`src/rtl/writeback_unit_if.sv`:
```
// writeback_unit_if: decode hazard query, ALU/LSU result inputs and register-file write port
interface writeback_unit_if #(
    parameter int DATA_W  = 32,
    parameter int REG_CNT = 32
);
    localparam int AW = $clog2(REG_CNT);
    logic              issue_valid_i;
    logic [AW-1:0]     issue_rd_i;
    logic [AW-1:0]     rs1_i;
    logic [AW-1:0]     rs2_i;
    logic [AW-1:0]     rd_i;
    logic              hazard_o;
    logic              alu_valid_i;
    logic [AW-1:0]     alu_rd_i;
    logic [DATA_W-1:0] alu_data_i;
    logic              lsu_valid_i;
    logic [AW-1:0]     lsu_rd_i;
    logic [DATA_W-1:0] lsu_data_i;
    logic              lsu_ready_o;
    logic [DATA_W-1:0] write_data_o;
    logic [AW-1:0]     write_addr_o;
    logic              write_en_o;
    modport master (
        output issue_valid_i, issue_rd_i, rs1_i, rs2_i, rd_i,
        output alu_valid_i, alu_rd_i, alu_data_i, lsu_valid_i, lsu_rd_i, lsu_data_i,
        input  hazard_o, lsu_ready_o, write_data_o, write_addr_o, write_en_o
    );
    modport slave (
        input  issue_valid_i, issue_rd_i, rs1_i, rs2_i, rd_i,
        input  alu_valid_i, alu_rd_i, alu_data_i, lsu_valid_i, lsu_rd_i, lsu_data_i,
        output hazard_o, lsu_ready_o, write_data_o, write_addr_o, write_en_o
    );
endinterface

```
`src/rtl/writeback_unit.sv`:
```
// writeback_unit: arbitrates ALU and long-latency results onto one registered register-file write port
module writeback_unit #(
    parameter int FIFO_DEPTH = 2,
    parameter int DATA_W     = 32,
    parameter int REG_CNT    = 32
) (
    input logic             clk,
    input logic             rst,
    writeback_unit_if.slave bus
);
    localparam int AW = $clog2(REG_CNT);
    localparam int PW = $clog2(FIFO_DEPTH);
    logic [DATA_W-1:0]  fifo_data [FIFO_DEPTH];
    logic [AW-1:0]      fifo_rd [FIFO_DEPTH];
    logic [PW-1:0]      rd_ptr, wr_ptr;
    logic [PW:0]        count;
    logic [REG_CNT-1:0] pending, set_mask, clr_mask;
    logic               full, empty, accept, pop, bypass, push, sel_valid;
    logic [AW-1:0]      sel_rd;
    logic [DATA_W-1:0]  sel_data;
    assign full            = count == (PW+1)'(FIFO_DEPTH);
    assign empty           = count == '0;
    assign bus.lsu_ready_o = !full;
    assign bus.hazard_o    = pending[bus.rs1_i] | pending[bus.rs2_i] | pending[bus.rd_i];
    always_comb begin
        accept    = bus.lsu_valid_i & !full;
        pop       = !bus.alu_valid_i & !empty;
        bypass    = !bus.alu_valid_i & empty & accept;
        push      = accept & !bypass;
        sel_valid = bus.alu_valid_i | pop | bypass;
        sel_rd    = bus.alu_valid_i ? bus.alu_rd_i : pop ? fifo_rd[rd_ptr] : bus.lsu_rd_i;
        sel_data  = bus.alu_valid_i ? bus.alu_data_i : pop ? fifo_data[rd_ptr] : bus.lsu_data_i;
        clr_mask  = (pop | bypass) ? REG_CNT'(1) << sel_rd : '0;
        set_mask  = (bus.issue_valid_i && bus.issue_rd_i != '0) ? REG_CNT'(1) << bus.issue_rd_i : '0;
    end
    always_ff @(posedge clk) begin
        if (rst) begin
            bus.write_en_o   <= 1'b0;
            bus.write_addr_o <= '0;
            bus.write_data_o <= '0;
            rd_ptr           <= '0;
            wr_ptr           <= '0;
            count            <= '0;
            pending          <= '0;
        end else begin
            bus.write_en_o <= sel_valid && sel_rd != '0;
            if (sel_valid) begin
                bus.write_addr_o <= sel_rd;
                bus.write_data_o <= sel_data;
            end
            if (push) wr_ptr <= wr_ptr + 1'b1;
            if (pop) rd_ptr <= rd_ptr + 1'b1;
            count   <= count + (PW+1)'(push) - (PW+1)'(pop);
            // set after clear so a reissue in the retiring cycle stays pending
            pending <= (pending & ~clr_mask) | set_mask;
        end
    end
    always_ff @(posedge clk) begin
        if (push) begin
            fifo_data[wr_ptr] <= bus.lsu_data_i;
            fifo_rd[wr_ptr]   <= bus.lsu_rd_i;
        end
    end
endmodule

```
`src/flat_wrapper.sv`:
```
// flat-port wrapper written by rule: the top's interface ports become plain ports
module writeback_unit_flat 
#(
    parameter int FIFO_DEPTH = 2,
    parameter int DATA_W     = 32,
    parameter int REG_CNT    = 32
)
  (clk, rst, bus_issue_valid_i, bus_issue_rd_i, bus_rs1_i, bus_rs2_i, bus_rd_i, bus_alu_valid_i, bus_alu_rd_i, bus_alu_data_i, bus_lsu_valid_i, bus_lsu_rd_i, bus_lsu_data_i, bus_hazard_o, bus_lsu_ready_o, bus_write_data_o, bus_write_addr_o, bus_write_en_o);
  writeback_unit_if #(.DATA_W(DATA_W), .REG_CNT(REG_CNT)) bus_i ();
  input logic clk;
  input logic rst;
  input wire logic [$bits(bus_i.issue_valid_i)-1:0] bus_issue_valid_i;
  input wire logic [$bits(bus_i.issue_rd_i)-1:0] bus_issue_rd_i;
  input wire logic [$bits(bus_i.rs1_i)-1:0] bus_rs1_i;
  input wire logic [$bits(bus_i.rs2_i)-1:0] bus_rs2_i;
  input wire logic [$bits(bus_i.rd_i)-1:0] bus_rd_i;
  input wire logic [$bits(bus_i.alu_valid_i)-1:0] bus_alu_valid_i;
  input wire logic [$bits(bus_i.alu_rd_i)-1:0] bus_alu_rd_i;
  input wire logic [$bits(bus_i.alu_data_i)-1:0] bus_alu_data_i;
  input wire logic [$bits(bus_i.lsu_valid_i)-1:0] bus_lsu_valid_i;
  input wire logic [$bits(bus_i.lsu_rd_i)-1:0] bus_lsu_rd_i;
  input wire logic [$bits(bus_i.lsu_data_i)-1:0] bus_lsu_data_i;
  output wire logic [$bits(bus_i.hazard_o)-1:0] bus_hazard_o;
  output wire logic [$bits(bus_i.lsu_ready_o)-1:0] bus_lsu_ready_o;
  output wire logic [$bits(bus_i.write_data_o)-1:0] bus_write_data_o;
  output wire logic [$bits(bus_i.write_addr_o)-1:0] bus_write_addr_o;
  output wire logic [$bits(bus_i.write_en_o)-1:0] bus_write_en_o;
  assign bus_i.issue_valid_i = bus_issue_valid_i;
  assign bus_i.issue_rd_i = bus_issue_rd_i;
  assign bus_i.rs1_i = bus_rs1_i;
  assign bus_i.rs2_i = bus_rs2_i;
  assign bus_i.rd_i = bus_rd_i;
  assign bus_i.alu_valid_i = bus_alu_valid_i;
  assign bus_i.alu_rd_i = bus_alu_rd_i;
  assign bus_i.alu_data_i = bus_alu_data_i;
  assign bus_i.lsu_valid_i = bus_lsu_valid_i;
  assign bus_i.lsu_rd_i = bus_lsu_rd_i;
  assign bus_i.lsu_data_i = bus_lsu_data_i;
  assign bus_hazard_o = bus_i.hazard_o;
  assign bus_lsu_ready_o = bus_i.lsu_ready_o;
  assign bus_write_data_o = bus_i.write_data_o;
  assign bus_write_addr_o = bus_i.write_addr_o;
  assign bus_write_en_o = bus_i.write_en_o;
  writeback_unit #(.FIFO_DEPTH(FIFO_DEPTH), .DATA_W(DATA_W), .REG_CNT(REG_CNT)) u_core (.clk(clk), .rst(rst), .bus(bus_i));
endmodule
```
`config.mk`:
```
export PLATFORM = sky130hd
export DESIGN_NAME = writeback_unit_flat
export DESIGN_NICKNAME = d
export VERILOG_FILES = /design/src/rtl/writeback_unit_if.sv /design/src/rtl/writeback_unit.sv /design/src/flat_wrapper.sv
export SDC_FILE = /design/constraint.sdc
export NUM_CORES = 1
export LEC_CHECK = 0
export ABC_AREA = 1
export CELL_PAD_IN_SITES_DETAIL_PLACEMENT = 0
export CELL_PAD_IN_SITES_GLOBAL_PLACEMENT = 2
export CORE_MARGIN = 4
export CORE_UTILIZATION = 30
export CTS_BUF_LIST = sky130_fd_sc_hd__clkbuf_8
export DETAILED_ROUTE_END_ITERATION = 10
export HOLD_SLACK_MARGIN = 0.03
export PLACE_DENSITY_LB_ADDON = 0.3
export SLEW_MARGIN = 20
export SYNTH_ARGS = -nofsm -noshare
export SYNTH_HDL_FRONTEND = slang
export SYNTH_SLANG_ARGS = --single-unit
```
`constraint.sdc`:
```
create_clock -name clk -period 6.97 [get_ports clk]
set_input_delay 0.697 -clock clk [delete_from_list [all_inputs] [get_ports clk]]
set_output_delay 0.697 -clock clk [all_outputs]
set_load 0.05 [all_outputs]
```
Word-level counts from Yosys, hierarchy flattened
Memories as Yosys holds them, arrays and structs flattened. A register that Yosys moved wholly into a read port is not among the register bits. Index checks and enable logic that the tools add are counted.

Flip-flop bits (word level): 74. RAM bits: 74. Input bits: 99. Logic and storage cells: 59. Memories kept: 2.

$add $sub $neg: 4. Magnitude comparators: 3. Eq/ne operators: 1. Shift-type cells: 2. Multiplexer cells: 18. Bitwise gates (word level): 13. Reduce and logical (&&, ||, !) cells: 9.

Memory list: u_core.fifo_data (words 2, width 32, rd ports 1, clocked after memory_dff 1, write ports 1, line writeback_unit.sv:13) `logic [DATA_W-1:0] fifo_data [FIFO_DEPTH];`; u_core.fifo_rd (words 2, width 5, rd ports 1, clocked after memory_dff 1, write ports 1, line writeback_unit.sv:14) `logic [AW-1:0] fifo_rd [FIFO_DEPTH];`.

Operators by type and width (count): 2-to-1 mux 32 bit (4); left shift 1 x 5 -> 32 bit (first input constant) (2); AND 32 bit (1); NOT 32 bit (1); bitwise OR 32 bit (1); less-than comparator 5 x 6 -> 1 bit (second input constant) (3); binary-select mux 1 bit (select 5 bit) (3); 2-to-1 mux 5 bit (2); nonzero test 5 bit (2); 2-to-1 mux 1 bit (9); AND 1 bit (5); bitwise OR 1 bit (5); zero test 1 bit (4); adder 1 bit (second input constant) (2); adder 2 x 1 -> 2 bit (1); == test 2 bit (second input constant) (1); logical AND 1 bit (2); zero test 2 bit (1); subtractor 2 x 1 -> 2 bit (1).

Logic depth before layout (Yosys ltp)
Gate-level depths: netlist (run 1).

Word-level depth: 10. Depth in mapped cells: 13. Gate-level depth less buffers: 11.

Worst setup path after synthesis (run 1)
No wires, ideal clock.

Path type: input to register. From: input bus_alu_valid_i. To: memory u_core.fifo_data[1][0], enable pin. Library setup time: 0.433 ns. Arrival time: 2.747 ns. Data required time: 6.537 ns. Path slack: 3.790 ns. Stages: 5. Path buffers: 1. Path through: buf_4 -> inv_4 -> nand2_4 -> nand3_1 -> nor2_1.

Word-level cells in the longest chain between the ends: 7.

RTL lines: from (decl) (line flat_wrapper.sv:17) `input wire logic [$bits(bus_i.alu_valid_i)-1:0] bus_alu_valid_i;`; zero test 1 bit (line writeback_unit.sv:28) `bypass = !bus.alu_valid_i & empty & accept;`; AND 1 bit (2 in a row) (line writeback_unit.sv:28); zero test 1 bit (line writeback_unit.sv:29) `push = accept & !bypass;`; AND 1 bit (line writeback_unit.sv:29); 2-to-1 mux 1 bit (line writeback_unit.sv:59) `if (push) begin`; 2-to-1 mux 1 bit (implied by the code) (line writeback_unit.sv:60) `fifo_data[wr_ptr] <= bus.lsu_data_i;`; to (decl) (line writeback_unit.sv:13).

Every way passes these cells.

Worst setup path after layout (run 1)
From: input bus_rs2_i[0]. To: output bus_hazard_o.

Word-level cells in the longest chain between the ends: 4.

RTL lines: from (decl) (line flat_wrapper.sv:15) `input wire logic [$bits(bus_i.rs2_i)-1:0] bus_rs2_i;`; binary-select mux 1 bit (select 5 bit) (line writeback_unit.sv:24) `assign bus.hazard_o = pending[bus.rs1_i] | pending[bus.rs2_i] | pending[bus.rd_i];`; 2-to-1 mux 1 bit (implied by the code) (line writeback_unit.sv:24); bitwise OR 1 bit (2 in a row) (line writeback_unit.sv:24); to (decl) (line flat_wrapper.sv:23) `output wire logic [$bits(bus_i.hazard_o)-1:0] bus_hazard_o;`.

Every way passes these cells. The select of a mux whose other input is x is not followed.

==> results of run 1 <==
## stage by stage
| step | setup slack (ns) | hold WS [ns] | power, W | instance area [um^2] |
|---|---|---|---|---|
| floorplan | 3.790 | 0.4257 | 0.001830 | 7287 |
| global route | 2.637 | 0.4919 | 0.002983 | 9255 |
| detailed placement | 2.921 | 0.4437 | 0.002177 | 8865 |
| finish | 2.915 | 0.4558 | 0.002813 | 9255 |
| global placement | 2.920 | 0.4348 | 0.002178 | 8865 |
| CTS | 2.924 | 0.4580 | 0.002851 | 9255 |
## cell usage after synthesis (2+ instances only)
cell        n  area, um^2
nand2_2     3       18.77
a21oi_1    74       370.4
a31oi_1    17       106.4
buf_1       2       7.510
nand3_2     3       30.03
clkbuf_1   33       123.9
nand2_1   292        1096
dfxtp_1    75        1501
nand3_1    90       450.4
inv_1      43       161.4
nor4_1      3       18.77
inv_2       6       22.52
nor2_4      8       90.09
nor2_1     35       131.4
a21oi_2     2       17.52
edfxtp_1   74        2222
a41oi_1    12       105.1
ha_1        2       25.02
nand4_1    15       93.84
o221ai_1    3       26.28
o211ai_1    6       45.04
buf_2      12       60.06
buf_4       3       22.52
nor3_1      3       15.01
buf_6       5       56.30
o21ai_0    73       365.4
nor2_2      6       37.54
## state kept, by name (all words and copies together), names as in the netlist, named ones only
name,flops
u_core.bus.write_addr_o,5
u_core.count,2
u_core.bus.write_en_o,1
u_core.rd_ptr,1
u_core.wr_ptr,1
u_core.bus.write_data_o,32
u_core.pending,32
u_core.fifo_rd,10
u_core.fifo_data,64
## area by class of cell
type | instances | area (um^2)
fillers | 2498 | 14430
clock buffers | 17 | 234.0
clock inverters | 15 | 156.4
inverters | 51 | 193.9
flip-flops and latches | 149 | 3724
well taps | 319 | 399.1
multi-input cells | 653 | 3114
repair buffers | 145 | 1434
## power groups by stage
| stage | registers (W) | logic [W] | clock network [W] |
|---|---|---|---|
| 6_report | 0.00113 | 0.00102 | 0.000667 |
| 5_1_grt | 0.00114 | 0.00111 | 0.000724 |
| 4_1_cts | 0.00113 | 0.00103 | 0.000690 |
| 3_5_place_dp | 0.00115 | 0.00103 | 0 |
| 3_3_place_gp | 0.00115 | 0.00103 | 0 |
| 2_1_floorplan | 0.00133 | 0.000497 | 0 |
## cells by family after synthesis
logic type | count (synthesis) | synth area share (%)
buf+inv | 106 | 6.370
compound gates | 188 | 14.29
flops | 149 | 51.10
fa+ha+maj | 2 | 0.3434
simple gates | 462 | 27.78
xor+xnor | 1 | 0.1202
## worst max-delay path, cell delays in order
cell	delay [ns]
clkdlybuf4s50_1	0.94
inv_1	0.29
o211ai_1	0.24
nand3_1	0.09
nand2_1	0.08
nand2_1	0.05
nand3_1	0.06
nand2_1	0.05
nand3_1	0.07
clkdlybuf4s50_1	0.80
## final timing paths
check | startpoint | to | slack [ns] | cells past startpoint
worst min-delay path | u_core.rd_ptr | u_core.rd_ptr | 0.46 | 1
worst max register to register | u_core.count[1] | u_core.bus.write_addr_o[3] | 4.38 | 6
worst max-delay path | bus_rs2_i[0] | bus_hazard_o | 2.91 | 10
worst min register to register | u_core.rd_ptr | u_core.rd_ptr | 0.46 | 1
## metal layers
| metal | routed length, um | GRT usage, % | part of all wire [%] |
|---|---|---|---|
| met4 | 286 | 4.232 | 1.2 |
| met1 | 11900 | 25.90 | 49 |
| met2 | 10480 | 27.15 | 44 |
| met5 | 0 | 0 | 0 |
| met3 | 1395 | 3.538 | 5.8 |
==> metrics.yaml, run 1 <==
outcome: "complete, no violations"
cts_hold_buf: 0
startpoint_type: "input pin"
final_nets: 1118
combPwrFrac_pct: 36.1
seq_power_share_pct: 40.1
ios: 139
io_buffers: 138
synth_edf_count: 74
ys_warn_count: 0
setup_violations: 0
vias: 6611
fp.dieH_um: 163.9
worstPathMaxFanout: 25
dr.pass1.iters: 5
rows: 56
slew_headroom_pct: 47.45
dieWidth_um: 163.9
critPathCaptureType: "output pin"
area_growth_pct: 27.01
synth_nets: 1009
ys_seq_area_share_pct: 51.10
fin_crit_sh_pct: 58.18
grt_pass1_vias: 6358
postRouteAntennaNets: 0
drtIter0Drc: 433
rsz0062_at_grt: "false"
hold_viol: 0
drive_above_1_share_pct: 6.893
final-max-slew-violation-count: 0
intPower_w: 0.001640
start_util_pct: 30.77
diodes: 0
netlist_instances: 908
final_core_util_pct: 39.08
synth-async-reset-ratio_pct: 0
switching_power_w: 0.001173
clk_root_buffer_cell: "clkbuf_8"
mostFrequentLayoutCells: "nand2_1, clkdlybuf4s50_1, nand3_1"
drv_cap: 0
max_freq_mhz: 246.6
synth_ff_type: "dfxtp_1"
drc_errors: 0
core-area_mm2: 0.02368
grt_max_degree: 44
layoutNonFillerInstCount: 1349
htreeDepth: 4
numCtsBuffers: 17
avgViaCountPerCell: 4.901
hold_path_class: "reg2reg"
cp_data_required_time_ns: 6.27
wl_per_cell_um: 17.84
netSwitchingFraction_pct: 41.69
min_period_ns: 4.055
powerDensity_mw_per_mm2: 303.9
ys_types: 35
finClkSkew_ns: 0.01450
track_usage_pct: 17.76
path_class: "in2out"
cts_resized: 0
antenna_found_initial: 0
ctsLongestPathBuffers: 2
synth-seq-cells: 149
clk_latency_ns: 0.46
syn_area_mm2: 0.007287
grt_pass1_wl_um: 36650
cts_sinks: 149
dpl.cell_count: 1317
place_congestion: 0.8250
arrival_ns: 3.36
ir_worst_vdd_v: 0.0001611
cts_tree: "yes"
overflow: 0
power.leakage_nw: 3.365
finalSetupTns_ns: 0
worst_pin_slew_ns: 0.7871
path_clk_slew_ns: 0.09
syn_avg_cell_area_um2: 8.025
layout_commonest_cell: "nand2_1"
cts_setup_buffers: 0
wirelength_um: 24060
die_area_mm2: 0.02685
power.share.clock_pct: 23.7
post-dp-hpwl_um: 15820
Note: power is estimated with default switching activity, not from simulation.
==> run 2, diff against run 1 <==
==> constraint.sdc (replaced) <==
create_clock -name clk -period 4.25 [get_ports clk]
set_input_delay 0.425 -clock clk [delete_from_list [all_inputs] [get_ports clk]]
set_output_delay 0.425 -clock clk [all_outputs]
set_load 0.05 [all_outputs]
==> metrics.yaml, run 2 (synthesis gave the netlist of run 1 again) <==
outcome: "complete, no violations"
grt_max_degree: 44
cts_tree: "yes"
ff2ff_setup_slack_ns: 1.80
area_growth_pct: 27.64
numCtsBuffers: 17
path_class: "in2out"
post-dp-hpwl_um: 16160
layoutNonFillerInstCount: 1355
postRouteAntennaNets: 0
dr.pass1.iters: 5
grt_pass1_wl_um: 36890
finalSetupTns_ns: 0
setup_violations: 0
worst_pin_slew_ns: 0.7908
track_usage_pct: 17.80
fin_crit_sh_pct: 78.59
wirelength_um: 23930
path_clk_slew_ns: 0.09
regToRegEndpoint: "u_core.pending[19]"
final.setup.worst_slack_ns: 0.9099
drive_above_1_share_pct: 7.432
min_delay_path_depth: 1
cts_setup_buffers: 0
die_area_mm2: 0.02685
clk_root_buffer_cell: "clkbuf_8"
dieWidth_um: 163.9
power.leakage_nw: 3.400
io_buffers: 138
ios: 139
critPathCaptureType: "output pin"
place_congestion: 0.8615
rr_worst_depth: 10
drc_errors: 0
reg_top3: "u_core.fifo_data (64), u_core.bus.write_data_o (32), u_core.pending (32)"
final-max-slew-violation-count: 0
ir_worst_vdd_v: 0.0002300
cts_sinks: 149
start_util_pct: 30.77
worstPathMaxFanout: 24
hold_path_class: "reg2reg"
fp.dieH_um: 163.9
vias: 6619
arrival_ns: 2.92
cp_data_required_time_ns: 3.83
startpoint_type: "input pin"
wl_per_cell_um: 17.66
clk_latency_ns: 0.47
hold_viol: 0
reg2reg_from: "u_core.count[1]"
dp_worst_setup_slack_ns: 0.9462
hold_start: "u_core.rd_ptr"
max_freq_mhz: 299.4
min_period_ns: 3.340
grt_pass1_vias: 6522
htreeDepth: 4
rsz0062_at_grt: "false"
drv_cap: 0
final_nets: 1124
avgViaCountPerCell: 4.885
cts_hold_buf: 0
layout_commonest_cell: "nand2_1"
diodes: 0
largest_reg_flops: 64
cts_resized: 0
ctsLongestPathBuffers: 2
powerDensity_mw_per_mm2: 497.6
core-area_mm2: 0.02368
finClkSkew_ns: 0.01981
overflow: 0
rows: 56
slew_headroom_pct: 47.22
mostFrequentLayoutCells: "nand2_1, clkdlybuf4s50_1, nand3_1"
drtIter0Drc: 419
dpl.cell_count: 1323
antenna_found_initial: 1
regMostFlops: "u_core.fifo_data"
==> run 2: cell types whose count changed in the layout (fill, tap and decap cells not counted), sizes merged <==
cell and change:
clkinvlp -1, clkinv -1, buf +6, inv +2
==> run 2: worst max-delay path, stage by stage <==
cell and delay, ns:
clkdlybuf4s50_1 0.64, inv_1 0.35, a21oi_1 0.22, o21ai_0 0.11, nand3_1 0.10, nand3_1 0.08
nand3_1 0.08, nand2_1 0.05, nand3_1 0.06, clkdlybuf4s50_1 0.80
==> run 2: worst max-delay path by stage <==
stage	from	endpoint	slack, ns	cells past startpoint
after CTS	bus_rs1_i[0]	bus_hazard_o	0.93	11
after global placement	bus_rd_i[0]	bus_hazard_o	0.94	10
after global routing	bus_rd_i[0]	bus_hazard_o	0.67	10
final	bus_rd_i[0]	bus_hazard_o	0.91	10
after floorplan	u_core.count[0]	u_core.fifo_data[1][0]	1.22	4
after detailed placement	bus_rs1_i[0]	bus_hazard_o	0.95	11
==> run 2: cell type report <==
type	count	area, um^2
clock buffer	17	234.0
clock inverter	15	157.7
fill	2534	14380
inverter	51	193.9
multi-input combinational	653	3114
sequential	149	3724
tap	319	399.1
timing repair buffer	151	1479
==> run 2: metrics by stage <==
| stage | utilization (%) | total power (W) | instance area [um^2] | hold slack (ns) |
|---|---|---|---|---|
| 2_1_floorplan | - | 0.003002 | 7287 | 0.4257 |
| 3_3_place_gp | 37.62 | 0.003581 | 8910 | 0.4345 |
| 3_5_place_dp | 37.62 | 0.003582 | 8910 | 0.4397 |
| 4_1_cts | 39.28 | 0.004690 | 9301 | 0.4536 |
| 5_1_grt | 39.28 | 0.004903 | 9301 | 0.4969 |
| 6_report | 39.28 | 0.004628 | 9301 | 0.4549 |
==> run 2: metal layers <==
metal	track usage (%)	vias to the layer above	wire, um
met2	27.49	145	10760
met4	4.727	2	309
met3	3.187	21	1017
li1	-	3329	-
met5	0	-	13
met1	25.75	3122	11830
==> run 2: power breakdown <==
group,switching [W],total [W],internal [W]
Clock,0.000652,0.00110,0.000445
Combinational,0.00117,0.00168,0.000503
Sequential,0.0000964,0.00185,0.00176
